File: src/rtl/sa_out_arbiter.sv
// Round-robin, age-boosted arbiter for one router output port.
// Picks one of three held flits (L, E, N) per cycle and registers it onto the output link.
module sa_out_arbiter #(
  parameter int unsigned DATASIZE = 40,
  parameter int unsigned AGE_W    = 4,
  parameter int unsigned AGE_MAX  = 8
) (
  input  logic                clk,
  input  logic                rst_n,
  input  logic [2:0]          req,
  input  logic [DATASIZE-1:0] L_data_in,
  input  logic [DATASIZE-1:0] E_data_in,
  input  logic [DATASIZE-1:0] N_data_in,
  input  logic                out_full,
  output logic [2:0]          grant,
  output logic [DATASIZE-1:0] data_out,
  output logic                valid_out,
  output logic [2:0]          aged_flag
);

  localparam int unsigned NREQ = 3;
  localparam logic [AGE_W-1:0] AGE_LIM = AGE_W'(AGE_MAX);

  logic [1:0]          rr_ptr;
  logic [AGE_W-1:0]    age_q [NREQ];
  logic [AGE_W-1:0]    age_d [NREQ];
  logic [2:0]          aged_req;
  logic [2:0]          cand;
  logic [2:0]          rot;
  logic [2:0]          pick_rot;
  logic [1:0]          gnt_idx;
  logic [DATASIZE-1:0] sel_data;

  // Aged requesters pre-empt; otherwise every live request competes.
  always_comb begin
    aged_req = '0;
    for (int i = 0; i < NREQ; i++) begin
      aged_req[i] = req[i] && (age_q[i] == AGE_LIM);
    end
    cand = (|aged_req) ? aged_req : req;
  end

  // Rotate so the requester after rr_ptr sits in bit 0, take lowest set bit, rotate back.
  always_comb begin
    grant    = '0;
    rot      = cand;
    pick_rot = '0;
    case (rr_ptr)
      2'd0:    rot = {cand[0], cand[2], cand[1]};
      2'd1:    rot = {cand[1], cand[0], cand[2]};
      default: rot = cand;
    endcase
    pick_rot = rot & (~rot + 3'd1);
    if (rst_n && !out_full) begin
      case (rr_ptr)
        2'd0:    grant = {pick_rot[1], pick_rot[0], pick_rot[2]};
        2'd1:    grant = {pick_rot[0], pick_rot[2], pick_rot[1]};
        default: grant = pick_rot;
      endcase
    end
  end

  // Winner index and flit mux.
  always_comb begin
    gnt_idx  = 2'd0;
    sel_data = '0;
    case (grant)
      3'b001:  begin gnt_idx = 2'd0; sel_data = L_data_in; end
      3'b010:  begin gnt_idx = 2'd1; sel_data = E_data_in; end
      3'b100:  begin gnt_idx = 2'd2; sel_data = N_data_in; end
      default: begin gnt_idx = 2'd0; sel_data = '0;        end
    endcase
  end

  // Wait counters clear on withdrawal or grant and saturate at the aging threshold.
  always_comb begin
    for (int i = 0; i < NREQ; i++) begin
      age_d[i] = age_q[i];
      if (!req[i] || grant[i]) begin
        age_d[i] = '0;
      end else if (age_q[i] < AGE_LIM) begin
        age_d[i] = age_q[i] + AGE_W'(1);
      end
    end
  end

  always_ff @(posedge clk) begin
    if (!rst_n) begin
      data_out  <= '0;
      valid_out <= 1'b0;
      aged_flag <= '0;
      rr_ptr    <= 2'd2;
      for (int i = 0; i < NREQ; i++) begin
        age_q[i] <= '0;
      end
    end else begin
      valid_out <= |grant;
      if (|grant) begin
        data_out <= sel_data;
        rr_ptr   <= gnt_idx;
      end
      for (int i = 0; i < NREQ; i++) begin
        age_q[i]     <= age_d[i];
        aged_flag[i] <= (age_d[i] == AGE_LIM);
      end
    end
  end

endmodule
File: config.mk
export PLATFORM = sky130hd
export DESIGN_NAME = sa_out_arbiter
export DESIGN_NICKNAME = d
export VERILOG_FILES = /design/src/rtl/sa_out_arbiter.sv
export SDC_FILE = /design/constraint.sdc
export NUM_CORES = 1
export LEC_CHECK = 0
export CORE_UTILIZATION = 30
export DETAILED_ROUTE_END_ITERATION = 8
export GPL_TIMING_DRIVEN = 0
export MAX_ROUTING_LAYER = met4
export PLACE_DENSITY = 0.63
export SLEW_MARGIN = 10
export SYNTH_ARGS = -nofsm -noshare
export SYNTH_HDL_FRONTEND = slang
export SYNTH_SLANG_ARGS = --single-unit
File: constraint.sdc
create_clock -name clk -period 6.6 [get_ports clk]
set_input_delay 1.65 -clock clk [delete_from_list [all_inputs] [get_ports clk]]
set_output_delay 1.65 -clock clk [all_outputs]
set_load 0.005 [all_outputs]
* Word-level counts from Yosys, hierarchy flattened
Memories as Yosys holds them, arrays and structs flattened.
Index checks and enable logic that the tools add are counted.
** Word-level totals
- Memories :: 1
- Logic and storage cells :: 58
- Bits of input ports :: 126
- RAM bits :: 12
- Output and inout bits :: 47
- Register bits after elaboration :: 46
** Memory list
- age_q :: depth 3, bits a word 4, rd ports 3, clocked after Yosys merged registers in 0, wr ports 3, line 25 : logic [AGE_W-1:0] age_q [NREQ];
** Operators by class
- Add/sub/neg operators :: 4
- Bitwise logic cells :: 5
- Multiplexer cells :: 17
- Reduce and logical (&&, ||, !) cells :: 14
- Equality and inequality tests :: 10
- Magnitude comparators :: 3
** Operators by type and width (number)
- one-hot mux 40 bit (3 select lines) :: 1
- two-way mux 4 bit :: 9
- equality test 4 bit, second input constant :: 6
- adder 4 x 1 -> 4 bit, second input constant :: 3
- less-than comparator 4 bit, second input constant :: 3
- one-hot mux 3 bit (2 select lines) :: 2
- two-way mux 3 bit :: 2
- OR reduction 3 bit :: 2
- logical AND 1 bit :: 4
- logical NOT 1 bit :: 4
- one-hot mux 2 bit (2 select lines) :: 1
- adder 3 x 1 -> 3 bit, second input constant :: 1
- AND 3 bit :: 1
- equality test 3 x 1 -> 1 bit, second input constant :: 1
- equality test 3 x 2 -> 1 bit, second input constant :: 1
- equality test 3 bit, second input constant :: 1
- logical OR 1 bit :: 3
- inverter 3 bit :: 1
- OR 1 bit :: 3
- equality test 2 x 1 -> 1 bit, second input constant :: 1
- logical NOT 2 bit :: 1
- two-way mux 1 bit :: 2

* Depth between registers and ports, before layout
- Word-level depth :: 13
- Depth in mapped cells :: 11
- Mapped depth without buffers :: 8

* Worst setup path after synthesis
Ideal clock, no wire load.
- Path kind :: input to output
- From :: input port req[1]
- To :: output port grant[2]
- Data required time :: 4.950 ns
- Stages :: 8
- Buffers on the path :: 3
- Setup slack :: 2.179 ns
- Arrival :: 2.771 ns
- Path through :: buf_2 nand4b_1 a21oi_1 a211oi_2 o21ai_1 inv_1 buf_6 buf_4
** Between the ends
- Word-level cells in the longest chain between the ends :: 9
** Ends and longest elaborated chain
- start: declaration :: line 10 : input logic [2:0] req,
- logical AND 1 bit :: line 38 : aged_req[i] = req[i] && (age_q[i] == AGE_LIM);
- OR reduction 3 bit :: line 40 : cand = (|aged_req) ? aged_req : req;
- two-way mux 3 bit (*) :: line 40
- one-hot mux 3 bit (2 select lines) (*) :: line 48 : case (rr_ptr)
- inverter 3 bit :: line 53 : pick_rot = rot & (~rot + 3'd1);
- adder 3 x 1 -> 3 bit :: line 53
- AND 3 bit (*) :: line 53
- one-hot mux 3 bit (2 select lines) (*) :: line 55 : case (rr_ptr)
- two-way mux 3 bit (*) :: line 54 : if (rst_n && !out_full) begin
- end: declaration :: line 15 : output logic [2:0] grant,
Mark *: on every way between the ends. The rest lies on a longest branch, timed or not.

* Final worst setup path
- From :: input port req[0]
- To :: output port grant[2]
Same word-level chain as after synthesis.

==> impl_metrics.json <==
{
  "routed_wire_length_per_instance_um": 17.0,
  "vias_per_cell": 5.31,
  "postPlaceCellArea_um2": 5040,
  "drt_drc_violations_left": 0,
  "detailedPlacementHpwl_um": 8720,
  "cts_resized": 0,
  "synthToLayoutAreaGrowth_pct": 64.4,
  "synth.net_count": 493,
  "area_leader_netlist": "dfxtp_1",
  "synth_area_um2": 3170,
  "synth-seq-cells": 58,
  "post-route-cell-area_um2": 5220,
  "fin_tns_setup_ns": 0,
  "yosysSeqAreaShare": 0.366,
  "worstSetupStartpointType": "input port",
  "floorplan.initialDensity": 0.309,
  "firstDrtPassIters": 4,
  "grt.total_usage": 0.212,
  "grt_max_degree": 11,
  "synth_top_cells_by_area": "dfxtp_1 37%, a32oi_1 11%, o311ai_1 11%",
  "postCtsSetupRepairBufs": 0,
  "timing.critical_path.required_ns": 4.95,
  "die_h_um": 105,
  "initial_antenna_violation_count": 0,
  "critPathCaptureType": "output port",
  "area_occupied_by_multi_input_gates_um2": 1620,
  "maxCapViolations": 0,
  "cp_max_fo": 10,
  "finalPower_uw": 928,
  "clock_insertion_delay_worst_skew_ns": 0.34,
  "slew_headroom": 0.610,
  "fillCellCount": 971,
  "status": "finished, final reports clean",
  "max_slew.worst_pin.slew_ns": 0.586,
  "hold_wc_path_type": "reg -> reg",
  "power.density_cell_area_nw_per_um2": 178,
  "vias_in_the_first_global_route": 3700,
  "synth_enable_flop_cells": 0,
  "hold_ws_ns": 0.498,
  "io_buffer_count": 170,
  "ys_dominant_reg_cell": "dfxtp_1",
  "vdd_drop_max_uv": 84.8,
  "async_set_or_reset_register_ratio_after_synthesis": 0,
  "post_route_cells_drive_above_1_share": 0.0676,
  "postLayoutCoreUtil": 0.507,
  "postSynthAreaPerCell_um2": 8.79,
  "cts_tree": "yes",
  "synthCells": 361,
  "detailedRoute.firstIterationViolations": 215,
  "ctsRootBufferMaster": "clkbuf_8",
  "timing.fmax_mhz": 170,
  "drv_slew": 0,
  "antenna_cells_inserted": 0,
  "crit_path_class": "in -> out",
  "synth_top_area_share": 0.366,
  "pin_count": 173,
  "fp.dieArea_um2": 11000,
  "row_count": 37,
  "synth_top_cells_by_count": "58 x dfxtp_1, 54 x inv_1, 40 x a32oi_1, 40 x o211ai_1, 40 x o311ai_1",
  "grt_setup_unrepaired": "false",
  "synthesis.yosys.warnings": 0,
  "synthMostInstantiatedCell": "dfxtp_1",
  "hold_viol_final": 0,
  "die_width_um": 105,
  "design.core.area_um2": 10300,
  "sequential_cell_area_um2": 1160,
  "gr-total-overflow": 0,
  "holdBufCountCts": 0,
  "synth.lib_cells_used.distinct": 44,
  "clk_pin_slew_ns": 0.06,
  "grt_pass1_wl_um": 18100,
  "cts_num_sinks": 58,
  "finalNetCount": 674,
  "htree_levels": 3,
  "cts-root-to-sink-buffers": 2,
  "timing.final.crit_period_ns": 5.87,
  "route.final.wire_length_um": 11600,
  "detail-route-antenna-nets": 0,
  "finClkSkew_ns": 0.0124,
  "tritoncts.num_buffers": 9,
  "place_congestion": 0.841,
  "power.leakage_nw": 1.84,
  "layout_worst_path_cycle_share": 0.890,
  "num_vias": 3624,
  "finalSetupViolCount": 0,
  "critPathArrivalTime_ns": 4.22
}
cell type report:
cell class,count,share of cell area
Timing Repair Buffer,170,0.326
Sequential cell,58,0.223
Clock buffer,11,0.0271
Inverter,54,0.0389
Multi-Input combinational cell,208,0.311
Clock inverter,5,0.00576
Buffer,41,0.0357
Tap cell,136,0.0326
metal layers:
metal  track usage  up-vias  share of wire
met2         0.350      146           0.47
li1              -     1777              -
met4        0.0815        0          0.019
met1         0.258     1686           0.45
met5             -        -              0
met3        0.0362       15          0.060
critical path, stage by stage:
cell,delay [ns]
clkdlybuf4s50_1,0.54
nand4b_1,0.27
a21oi_1,0.14
a211oi_2,0.50
o21ai_1,0.15
inv_1,0.12
buf_6,0.16
buf_4,0.19
clkdlybuf4s50_1,0.51
layout by cell type, fill, tap and decap left out, types with 8 or more instances in the layout:
cell type          n
dfxtp_1           58
nand2_1            8
o211ai_1          40
buf_2             15
o311ai_1          40
clkbuf_8          10
clkdlybuf4s50_1  170
nor2_1             8
clkbuf_1          21
a32oi_1           40
inv_1             54
nor3_1            10
where the power goes:
group	internal, mW	switching [mW]
combinational	0.147	0.0932
clock	0.144	0.143
sequential	0.381	0.0186
path summary, 6_finish.rpt:
| path | endpoint | slack (ns) | start | cells after the start |
|---|---|---|---|---|
| setup / recovery | grant[2] | 0.73 | req[0] | 9 |
| setup reg to reg | data_out[35]$_SDFFE_PN0P_ | 4.02 | age_q[0][8]$_SDFF_PN0_ | 9 |
| hold reg to reg | data_out[0]$_SDFFE_PN0P_ | 0.50 | data_out[0]$_SDFFE_PN0P_ | 2 |
| hold / removal | data_out[0]$_SDFFE_PN0P_ | 0.50 | data_out[0]$_SDFFE_PN0P_ | 2 |
stage by stage:
step,cells,setup WS (ns)
floorplan,361,2.18
global placement,667,0.693
detailed placement,667,0.714
CTS,683,0.706
global route,683,0.566
finish,683,0.727
sequential cells by signal, indices dropped and copies added (netlist names):
signal,flops
data_out,40
aged_flag,3
age_q,12
valid_out,1
rr_ptr,2
kinds of logic after synthesis:
kind of cell             after synthesis  synth area share
flip-flops                            58             0.366
XOR/XNOR                               6            0.0166
AO/OA/AOI/OAI                        144             0.372
adder cells (fa/ha/maj)                7            0.0272
AND/OR/NAND/NOR                       48            0.0864
multiplexers                           3           0.00947
buffers and inverters                 95             0.123
No activity file was read; power rests on OpenSTA's default activity.
